$ cat src/rtl/ldmstm_sequencer_pkg.sv
// Shared constants for the LDM/STM block-transfer sequencer.
//   - FSM state encodings (LDMSTM_IDLE/CALC/XFER/DONE)
//   - Instruction bit positions of the P/U/S/W/L flags
//   - Block-transfer decode pattern for insn[27:25]
//   - Helper that scales a register count to a byte offset
package ldmstm_sequencer_pkg;

    localparam logic [1:0] LDMSTM_IDLE = 2'd0;
    localparam logic [1:0] LDMSTM_CALC = 2'd1;
    localparam logic [1:0] LDMSTM_XFER = 2'd2;
    localparam logic [1:0] LDMSTM_DONE = 2'd3;

    localparam int LDMSTM_P = 24;
    localparam int LDMSTM_U = 23;
    localparam int LDMSTM_S = 22;
    localparam int LDMSTM_W = 21;
    localparam int LDMSTM_L = 20;

    // insn[27:25] of every LDM/STM encoding
    localparam logic [2:0] DECODE_LDMSTM = 3'b100;

    // Byte offset covered by n word transfers (4*n)
    function automatic logic [31:0] word_offset(input logic [4:0] n);
        return {25'd0, n, 2'b00};
    endfunction

endpackage

$ cat src/rtl/ldmstm_sequencer_if.sv
// Decode-to-sequencer-to-memory signal bundle for ldmstm_sequencer.
//   master : sequencer side (takes start/insn/base/flush/step_ready,
//            drives busy, step_*, done, wb_*)
//   slave  : pipeline/memory side, directions mirrored
interface ldmstm_sequencer_if;

    logic        start;
    logic [31:0] insn;
    logic [31:0] base;
    logic        flush;
    logic        busy;
    logic        step_valid;
    logic        step_ready;
    logic [3:0]  step_reg;
    logic [31:0] step_addr;
    logic        step_load;
    logic        step_user;
    logic        step_last;
    logic        done;
    logic        wb_valid;
    logic [3:0]  wb_reg;
    logic [31:0] wb_data;

    modport master (
        input  start, insn, base, flush, step_ready,
        output busy, step_valid, step_reg, step_addr, step_load,
               step_user, step_last, done, wb_valid, wb_reg, wb_data
    );

    modport slave (
        output start, insn, base, flush, step_ready,
        input  busy, step_valid, step_reg, step_addr, step_load,
               step_user, step_last, done, wb_valid, wb_reg, wb_data
    );

endinterface

$ cat src/rtl/ldmstm_sequencer_lowest_set_bit16.sv
// Priority encoder: index of the lowest set bit of a 16-bit mask.
//   mask  in  16  bit mask
//   index out 4   lowest set bit position (0 when mask is empty)
//   none  out 1   mask is all zeros
module lowest_set_bit16
    import ldmstm_sequencer_pkg::*;
(
    input  logic [15:0] mask,
    output logic [3:0]  index,
    output logic        none
);

    // Scan from the top down so the lowest set bit is written last
    always_comb begin
        index = 4'd0;
        for (int i = 15; i >= 0; i--) begin
            index = mask[i] ? i[3:0] : index;
        end
        none = (mask == 16'd0);
    end

endmodule

$ cat src/rtl/ldmstm_sequencer.sv
// ARM LDM/STM sequencer: walks the register list in ascending order and
// issues one register/address step per cycle to the memory stage, then
// reports the base writeback value.
//   clk, rst : clock, asynchronous active-high reset
//   bus      : ldmstm_sequencer_if.master (start/insn/base/flush in,
//              step handshake out/in, busy/done/writeback out)
// Optional feature: define LDMSTM_USER_BANK_EN to drive step_user from the
// S bit; otherwise step_user is tied low.
module ldmstm_sequencer
    import ldmstm_sequencer_pkg::*;
(
    input  logic                 clk,
    input  logic                 rst,
    ldmstm_sequencer_if.master   bus
);

    logic [1:0]  state_r, state_seq_s, state_next_s;
    logic [15:0] mask_r, mask_next_s;
    logic [31:0] base_r, wb_calc_r, wb_calc_s, wb_done_s;
    logic [31:0] start_addr_s, addr_next_s, four_n_s;
    logic [3:0]  rn_r, lsb_idx_s;
    logic        p_r, u_r, w_r, l_r, user_r, user_s;
    logic [4:0]  pop_s;
    logic        fire_s, xfer_next_s, done_next_s, one_left_s, lsb_none_s;
    logic        unused_s;

    logic        busy_r, step_valid_r, step_load_r, step_user_r, step_last_r;
    logic [3:0]  step_reg_r, wb_reg_r;
    logic [31:0] step_addr_r, wb_data_r;
    logic        done_r, wb_valid_r;

    lowest_set_bit16 u_lsb (
        .mask  (mask_next_s),
        .index (lsb_idx_s),
        .none  (lsb_none_s)
    );

`ifdef LDMSTM_USER_BANK_EN
    // LDM with r15 restores CPSR downstream and uses the current bank
    assign user_s   = bus.insn[LDMSTM_S] & ~(bus.insn[LDMSTM_L] & bus.insn[15]);
    assign unused_s = ^{bus.insn[31:25], lsb_none_s};
`else
    assign user_s   = 1'b0;
    assign unused_s = ^{bus.insn[31:25], bus.insn[LDMSTM_S], lsb_none_s};
`endif

    // Popcount, start address and writeback value; mask_r holds the full list in CALC
    always_comb begin
        pop_s = 5'd0;
        for (int i = 0; i < 16; i++) begin
            pop_s = pop_s + {4'd0, mask_r[i]};
        end
        four_n_s = word_offset(pop_s);
        case ({p_r, u_r})
            2'b01:   start_addr_s = base_r;                        // IA
            2'b11:   start_addr_s = base_r + 32'd4;                // IB
            2'b00:   start_addr_s = base_r - four_n_s + 32'd4;     // DA
            2'b10:   start_addr_s = base_r - four_n_s;             // DB
            default: start_addr_s = base_r;
        endcase
        wb_calc_s = u_r ? (base_r + four_n_s) : (base_r - four_n_s);
        // Empty list jumps CALC->DONE before wb_calc_r has been loaded
        wb_done_s = (state_r == LDMSTM_CALC) ? wb_calc_s : wb_calc_r;
    end

    // Next state, remaining mask and next step address
    always_comb begin
        fire_s       = step_valid_r & bus.step_ready;
        state_seq_s  = state_r;
        mask_next_s  = mask_r;
        addr_next_s  = step_addr_r;
        case (state_r)
            LDMSTM_IDLE: begin
                if (bus.start) begin
                    state_seq_s = LDMSTM_CALC;
                    mask_next_s = bus.insn[15:0];
                end else begin
                    state_seq_s = LDMSTM_IDLE;
                end
            end
            LDMSTM_CALC: begin
                addr_next_s = start_addr_s;
                state_seq_s = (pop_s == 5'd0) ? LDMSTM_DONE : LDMSTM_XFER;
            end
            LDMSTM_XFER: begin
                if (fire_s) begin
                    mask_next_s = mask_r & (mask_r - 16'd1);   // drop lowest bit
                    addr_next_s = step_addr_r + 32'd4;
                    state_seq_s = step_last_r ? LDMSTM_DONE : LDMSTM_XFER;
                end else begin
                    state_seq_s = LDMSTM_XFER;
                end
            end
            LDMSTM_DONE: state_seq_s = LDMSTM_IDLE;
            default:     state_seq_s = LDMSTM_IDLE;
        endcase
        state_next_s = bus.flush ? LDMSTM_IDLE : state_seq_s;
        xfer_next_s  = (state_next_s == LDMSTM_XFER);
        done_next_s  = (state_next_s == LDMSTM_DONE);
        one_left_s   = (mask_next_s != 16'd0) &&
                       ((mask_next_s & (mask_next_s - 16'd1)) == 16'd0);
    end

    // State, latched instruction fields and registered outputs
    always_ff @(posedge clk or posedge rst) begin
        if (rst) begin
            state_r      <= LDMSTM_IDLE;
            mask_r       <= 16'd0;
            base_r       <= 32'd0;
            rn_r         <= 4'd0;
            p_r          <= 1'b0;
            u_r          <= 1'b0;
            w_r          <= 1'b0;
            l_r          <= 1'b0;
            user_r       <= 1'b0;
            wb_calc_r    <= 32'd0;
            busy_r       <= 1'b0;
            step_valid_r <= 1'b0;
            step_reg_r   <= 4'd0;
            step_addr_r  <= 32'd0;
            step_load_r  <= 1'b0;
            step_user_r  <= 1'b0;
            step_last_r  <= 1'b0;
            done_r       <= 1'b0;
            wb_valid_r   <= 1'b0;
            wb_reg_r     <= 4'd0;
            wb_data_r    <= 32'd0;
        end else begin
            state_r <= state_next_s;
            mask_r  <= bus.flush ? 16'd0 : mask_next_s;
            if ((state_r == LDMSTM_IDLE) && bus.start && !bus.flush) begin
                base_r <= bus.base;
                rn_r   <= bus.insn[19:16];
                p_r    <= bus.insn[LDMSTM_P];
                u_r    <= bus.insn[LDMSTM_U];
                w_r    <= bus.insn[LDMSTM_W];
                l_r    <= bus.insn[LDMSTM_L];
                user_r <= user_s;
            end
            if (state_r == LDMSTM_CALC) begin
                wb_calc_r <= wb_calc_s;
            end
            busy_r       <= (state_next_s != LDMSTM_IDLE);
            step_valid_r <= xfer_next_s;
            step_reg_r   <= xfer_next_s ? lsb_idx_s : 4'd0;
            step_addr_r  <= xfer_next_s ? addr_next_s : 32'd0;
            step_load_r  <= xfer_next_s & l_r;
            step_user_r  <= xfer_next_s & user_r;
            step_last_r  <= xfer_next_s & one_left_s;
            done_r       <= done_next_s;
            wb_valid_r   <= done_next_s & w_r;
            wb_reg_r     <= done_next_s ? rn_r : 4'd0;
            wb_data_r    <= done_next_s ? wb_done_s : 32'd0;
        end
    end

    assign bus.busy       = busy_r;
    assign bus.step_valid = step_valid_r;
    assign bus.step_reg   = step_reg_r;
    assign bus.step_addr  = step_addr_r;
    assign bus.step_load  = step_load_r;
    assign bus.step_user  = step_user_r;
    assign bus.step_last  = step_last_r;
    assign bus.done       = done_r;
    assign bus.wb_valid   = wb_valid_r;
    assign bus.wb_reg     = wb_reg_r;
    assign bus.wb_data    = wb_data_r;

endmodule
$ cat src/flat_wrapper.sv
// flat-port wrapper written by rule: the top's interface ports become plain ports
module ldmstm_sequencer_flat import ldmstm_sequencer_pkg::*;
  (clk, rst, bus_start, bus_insn, bus_base, bus_flush, bus_step_ready, bus_busy, bus_step_valid, bus_step_reg, bus_step_addr, bus_step_load, bus_step_user, bus_step_last, bus_done, bus_wb_valid, bus_wb_reg, bus_wb_data);
  ldmstm_sequencer_if bus_i ();
  input  logic clk;
  input  logic rst;
  input wire logic [$bits(bus_i.start)-1:0] bus_start;
  input wire logic [$bits(bus_i.insn)-1:0] bus_insn;
  input wire logic [$bits(bus_i.base)-1:0] bus_base;
  input wire logic [$bits(bus_i.flush)-1:0] bus_flush;
  input wire logic [$bits(bus_i.step_ready)-1:0] bus_step_ready;
  output wire logic [$bits(bus_i.busy)-1:0] bus_busy;
  output wire logic [$bits(bus_i.step_valid)-1:0] bus_step_valid;
  output wire logic [$bits(bus_i.step_reg)-1:0] bus_step_reg;
  output wire logic [$bits(bus_i.step_addr)-1:0] bus_step_addr;
  output wire logic [$bits(bus_i.step_load)-1:0] bus_step_load;
  output wire logic [$bits(bus_i.step_user)-1:0] bus_step_user;
  output wire logic [$bits(bus_i.step_last)-1:0] bus_step_last;
  output wire logic [$bits(bus_i.done)-1:0] bus_done;
  output wire logic [$bits(bus_i.wb_valid)-1:0] bus_wb_valid;
  output wire logic [$bits(bus_i.wb_reg)-1:0] bus_wb_reg;
  output wire logic [$bits(bus_i.wb_data)-1:0] bus_wb_data;
  assign bus_i.start = bus_start;
  assign bus_i.insn = bus_insn;
  assign bus_i.base = bus_base;
  assign bus_i.flush = bus_flush;
  assign bus_i.step_ready = bus_step_ready;
  assign bus_busy = bus_i.busy;
  assign bus_step_valid = bus_i.step_valid;
  assign bus_step_reg = bus_i.step_reg;
  assign bus_step_addr = bus_i.step_addr;
  assign bus_step_load = bus_i.step_load;
  assign bus_step_user = bus_i.step_user;
  assign bus_step_last = bus_i.step_last;
  assign bus_done = bus_i.done;
  assign bus_wb_valid = bus_i.wb_valid;
  assign bus_wb_reg = bus_i.wb_reg;
  assign bus_wb_data = bus_i.wb_data;
  ldmstm_sequencer u_core (.clk(clk), .rst(rst), .bus(bus_i));
endmodule
$ cat config.mk
export PLATFORM = sky130hd
export DESIGN_NAME = ldmstm_sequencer_flat
export DESIGN_NICKNAME = d
export VERILOG_FILES = /design/src/rtl/ldmstm_sequencer_pkg.sv /design/src/rtl/ldmstm_sequencer_if.sv /design/src/rtl/ldmstm_sequencer_lowest_set_bit16.sv /design/src/rtl/ldmstm_sequencer.sv /design/src/flat_wrapper.sv
export SDC_FILE = /design/constraint.sdc
export NUM_CORES = 1
export LEC_CHECK = 0
export ABC_AREA = 1
export BUFFER_PORTS_ARGS = -buffer_cell sky130_fd_sc_hd__buf_2
export CAP_MARGIN = 0
export CORE_MARGIN = 1
export CORE_UTILIZATION = 56
export DETAILED_ROUTE_END_ITERATION = 8
export PLACE_DENSITY_LB_ADDON = 0.1
export SYNTH_ARGS = -nofsm -noshare
export SYNTH_HDL_FRONTEND = slang
export SYNTH_SLANG_ARGS = --single-unit
export TNS_END_PERCENT = 5
$ cat constraint.sdc
create_clock -name clk -period 11.8 [get_ports clk]
set_input_delay 2.36 -clock clk [delete_from_list [all_inputs] [get_ports clk]]
set_output_delay 2.36 -clock clk [all_outputs]
set_load 0.02 [all_outputs]
==> flow_summary.ini, run 1 <==
[run_status]
status = finished, final reports clean

[route]
detail-route-antenna-nets = 0
vias = 12400
drtIter0Drc = 933
drt-vias-per-instance = 5.63
wl_per_cell_um = 16.5
drcViolationCount = 0
detail_route.first_pass.iterations = 7
totalWireLength_mm = 36.3

[critical_path]
path_max_fanout = 7
cp.arrival_ns = 6.98
startpoint_type = register
r2r_cells = 27
crit_required_ns = 12.15
criticalPathCategory = register to register
end_kind = register

[grt]
grt_max_degree = 79
grt-ovfl-total = 0
grt_pass1_wl_mm = 58.1
grt_usage_pct = 33.5
antenna_found_initial = 0
grt_pass1_vias = 11800

[timing]
fmax_mhz = 151
skew_ns = 0.0130
tightest_slew_ns = 1.14
slew_violations = 0
setup_slack_ns = 5.17
hold_violations = 0
finalSetupTns_ns = 0
rsz0062_at_grt = false
setup_viol = 0
max_slew_margin_pct = 23.7
fin_crit_ns = 6.63
min_period_over_period_pct = 56.2

[layout]
area_growth_pct = 11.6
drive_gt1_share_pct = 14.1
nets = 2022
mostFrequentLayoutCells = 503 x nand2_1, 226 x nor2_1, 211 x inv_1
final_common_cell = nand2_1
insertedDiodeCount = 0

[synth]
synth_flop_cell = dfrtp_1
syn_inst = 1813
yosysWarnings = 0
syn_area_per_cell_um2 = 6.71
ys_seq_area_share_pct = 34.6
synth-seq-cells = 168
post_synth_num_cell_types = 56
synth_edf_count = 0
synth.net_count = 1921
syn_area_mm2 = 0.0122
ys_async_sr_fraction_pct = 100

[power]
pwr_density_cell_mw_per_mm2 = 215
ir_drop_uv = 134
p_leak_nw = 7.06

[cts]
clk_latency_ns = 0.46
hold_buffers = 0
post_cts_resized = 0
postCtsSetupBuffers = 0
clockRootBuffer = clkbuf_16
cts_buffers = 17
clk_pin_slew_ns = 0.08
htree_num_levels = 4
cts_tree = built
cts.path.max_buffers = 2
cts.sinks = 168

[worst_hold_path]
worstHoldPathType = register to register
worstHoldPathCells = 2

[job]
cap_violations = 0

[floorplan]
die_w_um = 149
dieArea_mm2 = 0.0223
start_util_pct = 57.5
core-area_mm2 = 0.0212
die_h_um = 149
num_rows = 53
io_pins = 148

[placed_design]
hpwl_mm = 26.8
gp_congestion = 0.946
port_buffers = 138
post-place-ws_ns = 5.25
## cells by family (layout without fill, tap and decap cells)
kind of cell	after synthesis	count (layout)	synth area share, %
buffers and inverters	290	404	9.50
AND/OR/NAND/NOR	967	967	34.5
AO/OA/AOI/OAI	327	327	15.1
multiplexers	3	3	0.278
adder cells (fa/ha/maj)	39	39	4.76
flip-flops	168	168	34.6
other	1	1	0.0308
XOR/XNOR	18	18	1.30
## layout make-up
| type | instances | area [um2] |
|---|---|---|
| multi-input cells | 1355 | 6800 |
| clock buffers | 17 | 425 |
| inverters | 225 | 850 |
| clock inverters | 15 | 190 |
| flip-flops and latches | 168 | 4200 |
| well taps | 275 | 344 |
| repair buffers | 147 | 758 |
| fillers | 2016 | 7580 |
## worst paths after layout
kind                       slack (ns)                  endpoint                  from
setup / recovery                 5.17  u_core.bus.step_addr[24]      u_core.mask_r[0]
hold / removal                   0.48      u_core.wb_calc_r[23]  u_core.wb_calc_r[23]
setup reg to reg                 5.17  u_core.bus.step_addr[24]      u_core.mask_r[0]
hold reg to reg                  0.48      u_core.wb_calc_r[23]  u_core.wb_calc_r[23]
max in group asynchronous        8.55   u_core.bus.step_addr[8]                   rst
min in group asynchronous        1.99                u_core.w_r                   rst
## report_power, final
part           internal, mW  switching [mW]
Sequential            0.702           0.115
Combinational         0.469            1.04
Clock                 0.290           0.297
## stage by stage
stage	hold WS (ns)	utilization [%]	instances	area, um2	total power, mW
6_report	0.478	64.2	2202	13600	2.92
5_1_grt	0.498	64.2	2202	13600	3.13
4_1_cts	0.481	64.2	2202	13600	2.90
3_5_place_dp	0.460	61.2	2170	13000	2.31
3_3_place_gp	0.455	61.2	2170	13000	2.27
2_1_floorplan	0.437	-	1813	12200	1.92
## layer usage
metal  up-vias  part of all wire (%)  global-route usage (%)
met5         -                     0                       0
met4         0                   4.4                    16.8
met3        98                   4.7                    3.67
met2       444                    49                    58.9
met1      5831                    41                    40.5
li1       6024                     -                       -
## synthesized netlist by cell type (14+ instances only)
library cell / instances / share of area (%)
nand2_1: 504 / 16
nor2_1: 226 / 7.0
inv_1: 212 / 6.5
dfrtp_1: 168 / 35
a21oi_1: 133 / 5.5
nand3_1: 119 / 4.9
o21ai_0: 99 / 4.1
clkbuf_1: 41 / 1.3
ha_1: 27 / 2.8
nor3_1: 21 / 0.86
nor2_2: 20 / 1.0
nand4_1: 17 / 0.87
o21ai_1: 17 / 0.70
xor2_1: 17 / 1.2
buf_2: 14 / 0.58
nand2_2: 14 / 0.72
## critical path, stage by stage (launching register included)
cell,delay [ns]
dfrtp_1,0.38
inv_1,0.08
ha_1,0.29
inv_1,0.07
fa_1,0.44
fa_1,0.50
fa_1,0.53
fa_1,0.43
fa_1,0.43
fa_1,0.55
inv_1,0.13
fa_1,0.55
o21ai_2,0.23
ha_1,0.20
a21boi_1,0.22
nand3_1,0.14
nor2_2,0.15
nand3_2,0.13
nor2_4,0.21
nand3_4,0.14
nor2_4,0.19
nand3_1,0.10
nand3_1,0.09
nand2_1,0.07
nand2_1,0.10
nand2_1,0.06
nand2_1,0.09
nand2_1,0.05
(Power assumes the default switching activity.)
==> run 2, diff against run 1 <==
--- a/config.mk
+++ b/config.mk
@@ -5,11 +5,11 @@
 export SDC_FILE = /design/constraint.sdc
 export NUM_CORES = 1
 export LEC_CHECK = 0
-export ABC_AREA = 1
+export ABC_AREA = 0
 export BUFFER_PORTS_ARGS = -buffer_cell sky130_fd_sc_hd__buf_2
 export CAP_MARGIN = 0
 export CORE_MARGIN = 1
-export CORE_UTILIZATION = 56
+export CORE_UTILIZATION = 54
 export DETAILED_ROUTE_END_ITERATION = 8
 export PLACE_DENSITY_LB_ADDON = 0.1
 export SYNTH_ARGS = -nofsm -noshare
==> constraint.sdc (replaced) <==
create_clock -name clk -period 6.03 [get_ports clk]
set_input_delay 1.206 -clock clk [delete_from_list [all_inputs] [get_ports clk]]
set_output_delay 1.206 -clock clk [all_outputs]
set_load 0.02 [all_outputs]
==> run 2 against run 1 <==
Compared with the run above: the flow now finishes with violations (setup timing); maximum frequency shrank 2.5%; sequential share of layout area shrank 2.4 points; first-iteration DRC count shrank 16%; critical endpoint is now u_core.bus.step_addr[20]; largest cell class unchanged.
==> flow_summary.ini, run 2 <==
[layout]
fillers = 1599
drive_gt1_share_pct = 34.7
mostFrequentLayoutCells = 168 x dfrtp_1, 151 x buf_4, 138 x buf_2
final_common_cell = dfrtp_1
area_growth_pct = 27.9
nets = 1595
stdcell_count = 1771

[grt]
grt_usage_pct = 33.2
grt-ovfl-total = 0
grt_pass1_wl_mm = 56.4
grt_max_degree = 63
grt_pass1_vias = 10600
antenna_found_initial = 1

[critical_path]
crit_required_ns = 6.36
worst-path-buf-inv = 4
max_stage_delay_ns = 0.53
startpoint_type = register
crit_family = adder cells
cp.arrival_ns = 7.13
critPathSlowestCell = fa_1
path_cells = inv_1, ha_1, inv_1, fa_1, fa_1, fa_1, fa_1, fa_2, fa_2, nor2b_2, o21ai_2, ha_2, or4b_4, or4_4, or3_4, a222oi_1, buf_4, buf_4, nand4_1, or4_1, and3_1, o22ai_1, a21oi_1
cp_common_cell = fa_1
path_max_fanout = 3
criticalPathCategory = register to register
end_kind = register

[synth]
synth-seq-cells = 168
yosysMostFrequentCell = dfrtp_1
syn_area_mm2 = 0.0115
yosysWarnings = 0
synth.net_count = 1367
netlist.area_leader.share_pct = 36.6
ys_seq_area_share_pct = 36.6
synth_common_cells = 168 x dfrtp_1, 85 x nor2_1, 84 x nand2_1, 75 x clkbuf_1, 75 x mux2_2
synth_flop_cell = dfrtp_1
synth_edf_count = 0
syn_inst = 1259
post_synth_num_cell_types = 88
ys_async_sr_fraction_pct = 100
syn_area_per_cell_um2 = 9.12
synth_top_cells_by_area = dfrtp_1 37%, mux2_2 7.4%, xnor2_1 4.7%, xor2_1 3.0%, ha_1 2.9%
synth_top_cell_by_area = dfrtp_1

[placed_design]
dp.cells = 1733
gp_congestion = 0.952
post-place-ws_ns = -0.863
hpwl_mm = 25.8
port_buffers = 138

[floorplan]
start_util_pct = 55.9
num_rows = 52
dieArea_mm2 = 0.0219
core-area_mm2 = 0.0206
die_w_um = 148
io_pins = 148
die_h_um = 148

[power]
p_sw_mw = 2.99
seqPwrFrac_pct = 26.4
clkPwrFrac_pct = 17.8
p_sw_share_pct = 44.6
p_leak_nw = 6.60
pwr_density_cell_mw_per_mm2 = 456
combPwrFrac_pct = 55.8
p_int_mw = 3.71
ir_drop_uv = 284

[cts]
cts.path.max_buffers = 2
clockRootBuffer = clkbuf_16
cts.sinks = 168
clk_pin_slew_ns = 0.08
cts_tree = built
clk_latency_ns = 0.45
htree_num_levels = 4
cts_buffers = 17

[timing]
slew_violations = 0
hold_ws_ns = 0.479
fmax_mhz = 147
setup_slack_ns = -0.764
fin_crit_ns = 6.79
skew_ns = 0.0136
rsz0062_at_grt = true
setup_viol = 48
min_period_over_period_pct = 113
hold_violations = 0
max_slew_margin_pct = 28.5
tightest_slew_ns = 1.07

[route]
vias = 10900
drt-vias-per-instance = 6.15
detail-route-antenna-nets = 0
drcViolationCount = 0
detail_route.first_pass.iterations = 5
totalWireLength_mm = 36.2
drtIter0Drc = 786
wl_per_cell_um = 20.5

[worst_hold_path]
worstHoldPathType = register to register

[run_status]
violations = setup timing
status = finished with violations

[job]
cap_violations = 0
run 2: repair_timing:
item	CTS	global route
setup endpoints to repair	61	75
hold buffers	0	0
resized for setup	60	62
buffers inserted	5	0
pin swaps	15	19
run 2: area by class of cell:
class                   count  area [um2]  area share (%)
clock inverters            15         220            1.50
clock buffers              17         425            2.90
repair buffers            298        1930            13.2
multi-input cells         944        7350            50.0
well taps                 270         338            2.30
flip-flops and latches    168        4200            28.6
diodes                      1        2.50          0.0170
inverters                  58         223            1.52
run 2: power groups by stage:
stage	Sequential, mW	Clock, mW	Combinational (mW)
detailed placement	1.75	0	3.34
global placement	1.74	0	3.29
global route	1.80	1.24	4.02
finish	1.77	1.19	3.74
CTS	1.74	1.21	3.50
floorplan	1.59	0	2.11
run 2: per-layer routing:
layer	wire length, um	part of all wire, %	global-route usage [%]
met5	0	0	0
met4	1420	3.9	14.7
met3	2080	5.7	5.22
met2	18200	50	56.8
met1	14600	40	41.4
run 2: final timing paths:
check / slack, ns / cells after the start / startpoint / to
max in group asynchronous: 4.09 / 3 / rst / u_core.bus.step_addr[0]
min reg2reg: 0.48 / 1 / u_core.rn_r[2] / u_core.bus.wb_reg[2]
max: -0.76 / 23 / u_core.mask_r[0] / u_core.bus.step_addr[20]
min in group asynchronous: 0.81 / 2 / rst / u_core.wb_calc_r[16]
max reg2reg: -0.76 / 23 / u_core.mask_r[0] / u_core.bus.step_addr[20]
min: 0.48 / 1 / u_core.rn_r[2] / u_core.bus.wb_reg[2]
run 2: kinds of logic after synthesis:
group / Yosys count / share of synthesized area, %
other: 1 / 0.0326
muxes: 86 / 8.31
and+or+nand+nor: 455 / 21.3
xor gates and xnor gates: 101 / 7.70
AOI/OAI and AO/OA: 260 / 15.8
DFF: 168 / 36.6
buffers and inverters: 147 / 5.00
adders and majority gates: 41 / 5.21
run 2: through the flow:
stage / total power, mW / util, % / TNS (ns) / area [um2]
floorplan: 3.70 / - / -12.30 / 11500
global placement: 5.03 / 65.2 / -22.22 / 13400
detailed placement: 5.10 / 65.2 / -23.10 / 13400
CTS: 6.46 / 70.0 / -16.58 / 14400
global route: 7.06 / 71.5 / -30.34 / 14700
finish: 6.70 / 71.5 / -17.61 / 14700
run 2: worst reg2reg max path, delay by kind of cell, from the launching register on:
| family | cells | cell delay, ns |
|---|---|---|
| and+or+nand+nor | 7 | 2.16 |
| DFF | 1 | 0.35 |
| buffers and inverters | 4 | 0.39 |
| AOI/OAI and AO/OA | 4 | 0.66 |
| adders and majority gates | 8 | 3.14 |
